[src/rtl/banco_registradores_pkg.sv]
// Shared definitions for the multicycle MIPS datapath: special register
// numbers, the RegDST selection encoding and the stack-pointer reset value.
package banco_registradores_pkg;

  localparam logic [4:0]  REG_ZERO = 5'd0;
  localparam logic [4:0]  REG_SP   = 5'd29;
  localparam logic [4:0]  REG_RA   = 5'd31;

  localparam logic [31:0] SP_RESET_DEFAULT = 32'd227;

  // Write-address source selected by the control FSM.
  typedef enum logic [1:0] {
    RS = 2'b00,
    RA = 2'b01,
    SP = 2'b10,
    RT = 2'b11
  } regdst_t;

endpackage

[src/rtl/banco_registradores_registrador.sv]
// WIDTH-bit load-enable register with asynchronous active-low clear; used
// for the A/B operand latches.
module registrador #(
  parameter int WIDTH = 32
) (
  input  logic             clk,
  input  logic             reset,
  input  logic             load,
  input  logic [WIDTH-1:0] d,
  output logic [WIDTH-1:0] q
);

  always_ff @(posedge clk or negedge reset) begin
    if (!reset) begin
      q <= '0;
    end else if (load) begin
      q <= d;
    end
  end

endmodule

[src/rtl/banco_registradores.sv]
// Architectural register file: 32 entries, $zero hardwired, $sp preset on
// reset, two combinational read ports and A/B operand latches with bypass.
module banco_registradores
  import banco_registradores_pkg::*;
#(
  parameter int               WIDTH    = 32,
  parameter logic [WIDTH-1:0] SP_RESET = WIDTH'(SP_RESET_DEFAULT)
) (
  input  logic             clk,
  input  logic             reset,
  input  logic             RegWrite,
  input  logic [4:0]       WriteReg,
  input  logic [WIDTH-1:0] WriteData,
  input  logic [4:0]       ReadReg1,
  input  logic [4:0]       ReadReg2,
  input  logic             LoadAB,
  output logic [WIDTH-1:0] A,
  output logic [WIDTH-1:0] B,
  output logic [WIDTH-1:0] ReadData1,
  output logic [WIDTH-1:0] ReadData2
);

  logic [WIDTH-1:0] regs [32];
  logic             write_en;
  logic [WIDTH-1:0] a_next;
  logic [WIDTH-1:0] b_next;

  // Writes to $zero are dropped here so entry 0 stays at its reset value.
  assign write_en = RegWrite && (WriteReg != REG_ZERO);

  always_ff @(posedge clk or negedge reset) begin
    if (!reset) begin
      for (int i = 0; i < 32; i++) begin
        regs[i] <= '0;
      end
      regs[REG_SP] <= SP_RESET;
    end else if (write_en) begin
      regs[WriteReg] <= WriteData;
    end
  end

  assign ReadData1 = (ReadReg1 == REG_ZERO) ? '0 : regs[ReadReg1];
  assign ReadData2 = (ReadReg2 == REG_ZERO) ? '0 : regs[ReadReg2];

  // A same-edge write to the addressed register is forwarded into the latch.
  always_comb begin
    a_next = ReadData1;
    b_next = ReadData2;
    if (write_en && (WriteReg == ReadReg1)) a_next = WriteData;
    if (write_en && (WriteReg == ReadReg2)) b_next = WriteData;
  end

  registrador #(.WIDTH(WIDTH)) u_reg_a (
    .clk   (clk),
    .reset (reset),
    .load  (LoadAB),
    .d     (a_next),
    .q     (A)
  );

  registrador #(.WIDTH(WIDTH)) u_reg_b (
    .clk   (clk),
    .reset (reset),
    .load  (LoadAB),
    .d     (b_next),
    .q     (B)
  );

endmodule
[config.mk]
export PLATFORM = sky130hd
export DESIGN_NAME = banco_registradores
export DESIGN_NICKNAME = d
export VERILOG_FILES = /design/src/rtl/banco_registradores_pkg.sv /design/src/rtl/banco_registradores_registrador.sv /design/src/rtl/banco_registradores.sv
export SDC_FILE = /design/constraint.sdc
export NUM_CORES = 2
export LEC_CHECK = 0
export ABC_CLOCK_PERIOD_IN_PS = 1900
export CAP_MARGIN = 20
export CORE_ASPECT_RATIO = 2
export CORE_UTILIZATION = 46
export DETAILED_ROUTE_END_ITERATION = 16
export PLACE_DENSITY = 0.65
export SLEW_MARGIN = 20
export SYNTH_ARGS = -nofsm -noshare
export SYNTH_HDL_FRONTEND = slang
export SYNTH_SLANG_ARGS = --single-unit
[constraint.sdc]
create_clock -name clk -period 1.9 [get_ports clk]
set_input_delay 0.19 -clock clk [delete_from_list [all_inputs] [get_ports clk]]
set_output_delay 0.19 -clock clk [all_outputs]
set_load 0.01 [all_outputs]
== Word-level counts from Yosys, hierarchy flattened ==
Index checks and enable logic that the tools add are counted.

* Word-level logic and storage cells: 63
* Input bits: 51
* Output and inout bits: 128
* Flip-flop bits (word level): 1088

* $lt $le $gt $ge: 4
* Muxes and demuxes: 13
* Eq/ne operators: 2
* Reductions and logical operators: 7
* Bitwise operators: 3

{| class="wikitable"
|+ Operator list
! cell !! number
|-
| $bwmux W1024 || 1
|-
| $bmux W32 S5 || 2
|-
| $mux W32 || 9
|-
| $demux W32 S5 || 1
|-
| $ge A6 B6 Y1 const B || 3
|-
| $not A5 Y6 || 3
|-
| $eq A5 B5 Y1 || 2
|-
| $logic_not A5 Y1 || 2
|-
| $lt A6 B1 Y1 const B || 1
|-
| $reduce_bool A5 Y1 || 1
|-
| $logic_and A1 B1 Y1 || 4
|}

== Longest topological paths before layout ==
* Word-level depth: 6
* Mapped depth: 10

== By module ==
Synthesis repeated with hierarchy kept, for this count alone.

* Cells, all modules: 4237
* Area, all modules: 58235.9 µm²

{| class="wikitable"
|+ Modules (own cells, without submodules)
! module !! sequential area each (µm²) !! cells an instance !! area each (µm²) !! instances
|-
| banco_registradores || 25630.8 || 4101 || 55545.8 || 1
|-
| registrador || 800.8 || 68 || 1345.0 || 2
|}

== Least setup slack after synthesis ==
Ideal clock, no wire load.

* Path kind: input -> output
* Start point: input ReadReg1[2]
* End point: output ReadData1[21]
* Stages on the path: 9
* Arrival time: 1826 ps
* Buffers on the path: 4
* Path slack: -116 ps
* Required time: 1710 ps
* Cell sequence: buf_2 and2_1 clkbuf_1 buf_2 buf_2 a22oi_1 a21oi_1 or4_4 nor2_1

* Longest elaborated chain between the ends: 5
* Elaborated cells between the ends (all ways): 6
* Classes of those cells: mux (4); bitwise (1); reduce/logical (1)

{| class="wikitable"
|+ Ends and longest elaborated chain
! element !! RTL line !! RTL
|-
| start, declared || banco_registradores.sv:14 || <nowiki>input logic [4:0] ReadReg1,</nowiki>
|-
| $not A5 Y6 (not written as such) || banco_registradores.sv:42 || <nowiki>assign ReadData1 = (ReadReg1 == REG_ZERO) ? '0 : regs[ReadReg1];</nowiki>
|-
| $bmux W32 S5 || banco_registradores.sv:42 ||
|-
| $mux W32 (not written as such) (2 in a row) || banco_registradores.sv:42 ||
|-
| $mux W32 (*) || banco_registradores.sv:42 ||
|-
| end, declared || banco_registradores.sv:19 || <nowiki>output logic [WIDTH-1:0] ReadData1,</nowiki>
|}

Mark *: on every way between the ends. The rest lies on a longest branch, timed or not. The select of a mux whose other input is x is not followed.

== Final worst setup path ==
* Start point: register regs[405] in the netlist's numbering
* End point: output ReadData2[21]

* Longest elaborated chain between the ends: 4

{| class="wikitable"
|+ Ends and longest elaborated chain
! element !! RTL line !! RTL
|-
| start, declared || banco_registradores.sv:23 || <nowiki>logic [WIDTH-1:0] regs [32];</nowiki>
|-
| start signal, assigned by index || banco_registradores.sv:38 || <nowiki>regs[WriteReg] <= WriteData;</nowiki>
|-
| $bmux W32 S5 || banco_registradores.sv:43 || <nowiki>assign ReadData2 = (ReadReg2 == REG_ZERO) ? '0 : regs[ReadReg2];</nowiki>
|-
| $mux W32 (not written as such) (2 in a row) || banco_registradores.sv:43 ||
|-
| $mux W32 || banco_registradores.sv:43 ||
|-
| end, declared || banco_registradores.sv:20 || <nowiki>output logic [WIDTH-1:0] ReadData2</nowiki>
|}

No other way between the ends. The select of a mux whose other input is x is not followed.

==> metrics.txt <==
failing checks=negative setup slack; CP Launch Type=flop; Core ar.=127000 µm²; share of layout cells above drive strength 1=0.483; min Tclk post-route=2.71 ns; Synth Area per Inst=12.6 µm²; Yosys Warn Count=0; ys flop type=dfrtp_1; Worst Hold Class=in2async; Routed WL per cell=around 32 µm; FP Rows=185; Synth Cell Area=just under 60000 µm²; power density over the cells=952 nW/µm²; Chip Height=between 500 and 600 µm; clock root buffer master=clkbuf_16; Req. time, crit path=1.71 ns; final clock period utilization by the worst path=1.43; gpl congestion=0.908; Setup TNS=-42.65 ns; final design utilization=0.592; H-tree levels=3; PortBufs=178; worst rel slew slack=0.567; R2R Setup Slk=0.04 ns; r2r endpoint=u_reg_a.q[31]; Yosys reg bits=approximately 1100; post-synthesis net count=between 4000 and 5000; CTS sink count=1088; fin worst setup slack=-0.810 ns; CP endpoint kind=output pin; P&R area growth vs syn=27.8%; Final HPWL DP=148000 µm; Vias/cell=6.37; Initial Util=0.463; achievable frequency=369 MHz; total grt overflow=0; multi-input logic area=31100 µm²; unrepaired setup endpoints after global routing=true; Antenna Violating Nets Remaining=0; vias after detailed routing=between 40000 and 50000; CTS tree=built; reg2reg start=regs[799]; Final #Nets=5376; chip width=255 µm; Post-synth EDFFs=0; Final Power=71400 µW; Worst-Margin Slew=approximately 0.65 ns; Layout Skew=0.0237 ns; status=finished with violations; Post-Synthesis Cells=4672; maxcap violations=0; fill count=10231; arrival time at the worst endpoint=2.52 ns; global-route wire length before repair=325000 µm; antenna violations before repair=8; worst-path maximum fanout=3; vias in the first global route=around 48000; clock buffer count from CTS=98; CTS Buffer Depth=3; Remaining DRCs=0; largest net degree at the start of global routing=approximately 120; worst reg2reg path depth=6; Post-synth ARST share=1.00; Yosys cell types=44; FF+latch area=approximately 27000 µm²; Clock Latency Late Sink=approximately 0.74 ns; Setup Viol. Count Final=64; final hold violations=0; register area share after synthesis=0.464; Iter 0 DRT Violations=3371; VDD IR-drop max=0.726 mV; aggregate routed wire length=~230000 µm; die area=129000 µm²; IO Pins=179; Final Slew Violations=0; crit path kind=reg2out; Lkg Pwr=0.0346 µW; GRT Total Usage=0.349; Pre-antenna DRT Iters=5; Clock Pin Slew Worst Setup and Hold Paths=0.07 ns
worst max-delay path, cell delays in order, from the launching register on:
cell	delay, ns
dfrtp_1	0.39
mux2i_1	0.10
a22oi_1	0.20
a21oi_1	0.15
or4_4	0.67
nor2_2	0.12
buf_2	0.14
logic make-up (layout without fill, tap and decap cells):
| kind of cell | Yosys count | in the layout | share of synthesized area |
|---|---|---|---|
| AOI/OAI and AO/OA | 802 | 802 | 0.0944 |
| buffers and inverters | 520 | 1255 | 0.0441 |
| xor gates and xnor gates | 10 | 10 | 0.00149 |
| muxes | 1966 | 1966 | 0.367 |
| DFF | 1088 | 1088 | 0.464 |
| and+or+nand+nor | 286 | 287 | 0.0292 |
| other | 0 | 4 | 0 |
stage by stage:
step	worst slack, ns	hold WS, ns	instances	area, µm²
5_1_grt	-0.826	0.114	7094	75000
3_3_place_gp	-1.75	0.280	6818	68600
3_5_place_dp	-1.74	0.260	6818	68600
6_report	-0.810	0.0915	7095	75000
2_1_floorplan	-0.0564	-0.106	4672	59200
4_1_cts	-0.861	0.0611	7068	74300
layout make-up:
cell class / instances / area share
inverters: 18 / 0.000900
repair buffers: 1054 / 0.147
diodes: 4 / 0.000133
clock inverters: 39 / 0.00739
clock buffers: 144 / 0.0392
well taps: 1683 / 0.0281
flip-flops and latches: 1088 / 0.363
multi-input cells: 3065 / 0.415
cells in the mapped netlist (22+ instances only):
cell type | instances | share of area
buf_4 | 56 | 0.0072
buf_2 | 80 | 0.0068
a21oi_1 | 231 | 0.020
mux2_2 | 992 | 0.19
nor2_1 | 58 | 0.0037
a221o_1 | 26 | 0.0044
mux2i_1 | 924 | 0.16
mux4_2 | 50 | 0.019
o22ai_1 | 25 | 0.0027
nand3_1 | 22 | 0.0019
buf_6 | 22 | 0.0042
a22oi_1 | 462 | 0.059
dfrtp_1 | 1083 | 0.46
nor2b_1 | 77 | 0.0082
buf_1 | 69 | 0.0044
clkbuf_1 | 264 | 0.017
nor4_1 | 27 | 0.0029
worst max-delay path by stage:
stage                     to   startpoint  depth (start not counted)  slack, ns
3_3_place_gp   ReadData2[29]  ReadReg2[0]                         11      -1.75
3_5_place_dp   ReadData2[29]  ReadReg2[0]                         11      -1.74
4_1_cts        ReadData1[12]    regs[876]                          7      -0.86
5_1_grt        ReadData2[28]    regs[540]                          8      -0.83
2_1_floorplan  ReadData1[21]  ReadReg1[0]                          9      -0.06
6_report       ReadData2[21]    regs[405]                          6      -0.81
routing by layer:
| metal | vias up | part of all wire | GRT usage |
|---|---|---|---|
| met3 | 844 | 0.063 | 0.0602 |
| met4 | 8 | 0.092 | 0.267 |
| met2 | 1940 | 0.49 | 0.590 |
| li1 | 18842 | - | - |
| met5 | - | 0.00021 | 0 |
| met1 | 23578 | 0.35 | 0.388 |
power by group:
part           internal (µW)  total, µW  switching (µW)
registers              27500      30800            3320
logic                  10200      18600            8420
clock network          12400      21900            9530
flip-flops by register name (all words and copies together) (netlist names):
signal	count
u_reg_b.q	32
regs	1024
u_reg_a.q	32
cell usage in the layout, fill, tap and decap left out, drive strengths merged, types with 5 or more instances in the layout:
master,n
a21oi,231
a221o,26
a22oi,462
a31oi,19
and2,16
buf,938
bufbuf,5
bufinv,12
clkbuf,145
clkdlybuf4s50,83
clkinv,19
dfrtp,1083
dfstp,5
dlygate4sd2,22
inv,22
mux2,992
mux2i,924
mux4,50
nand2,21
nand3,22
nor2,58
nor2b,77
nor3b,6
nor4,29
o21ai,19
o221ai,18
o22ai,25
or4,37
xnor2,10
repair_timing:
item	in CTS	in global routing
cloned	13	1
resized for setup	635	127
setup buffers	67	29
setup endpoints to repair	132	81
hold endpoints to repair	1077	0
hold buffers	1	0
pin swaps	263	179
Note: power is estimated with default switching activity, not from simulation.
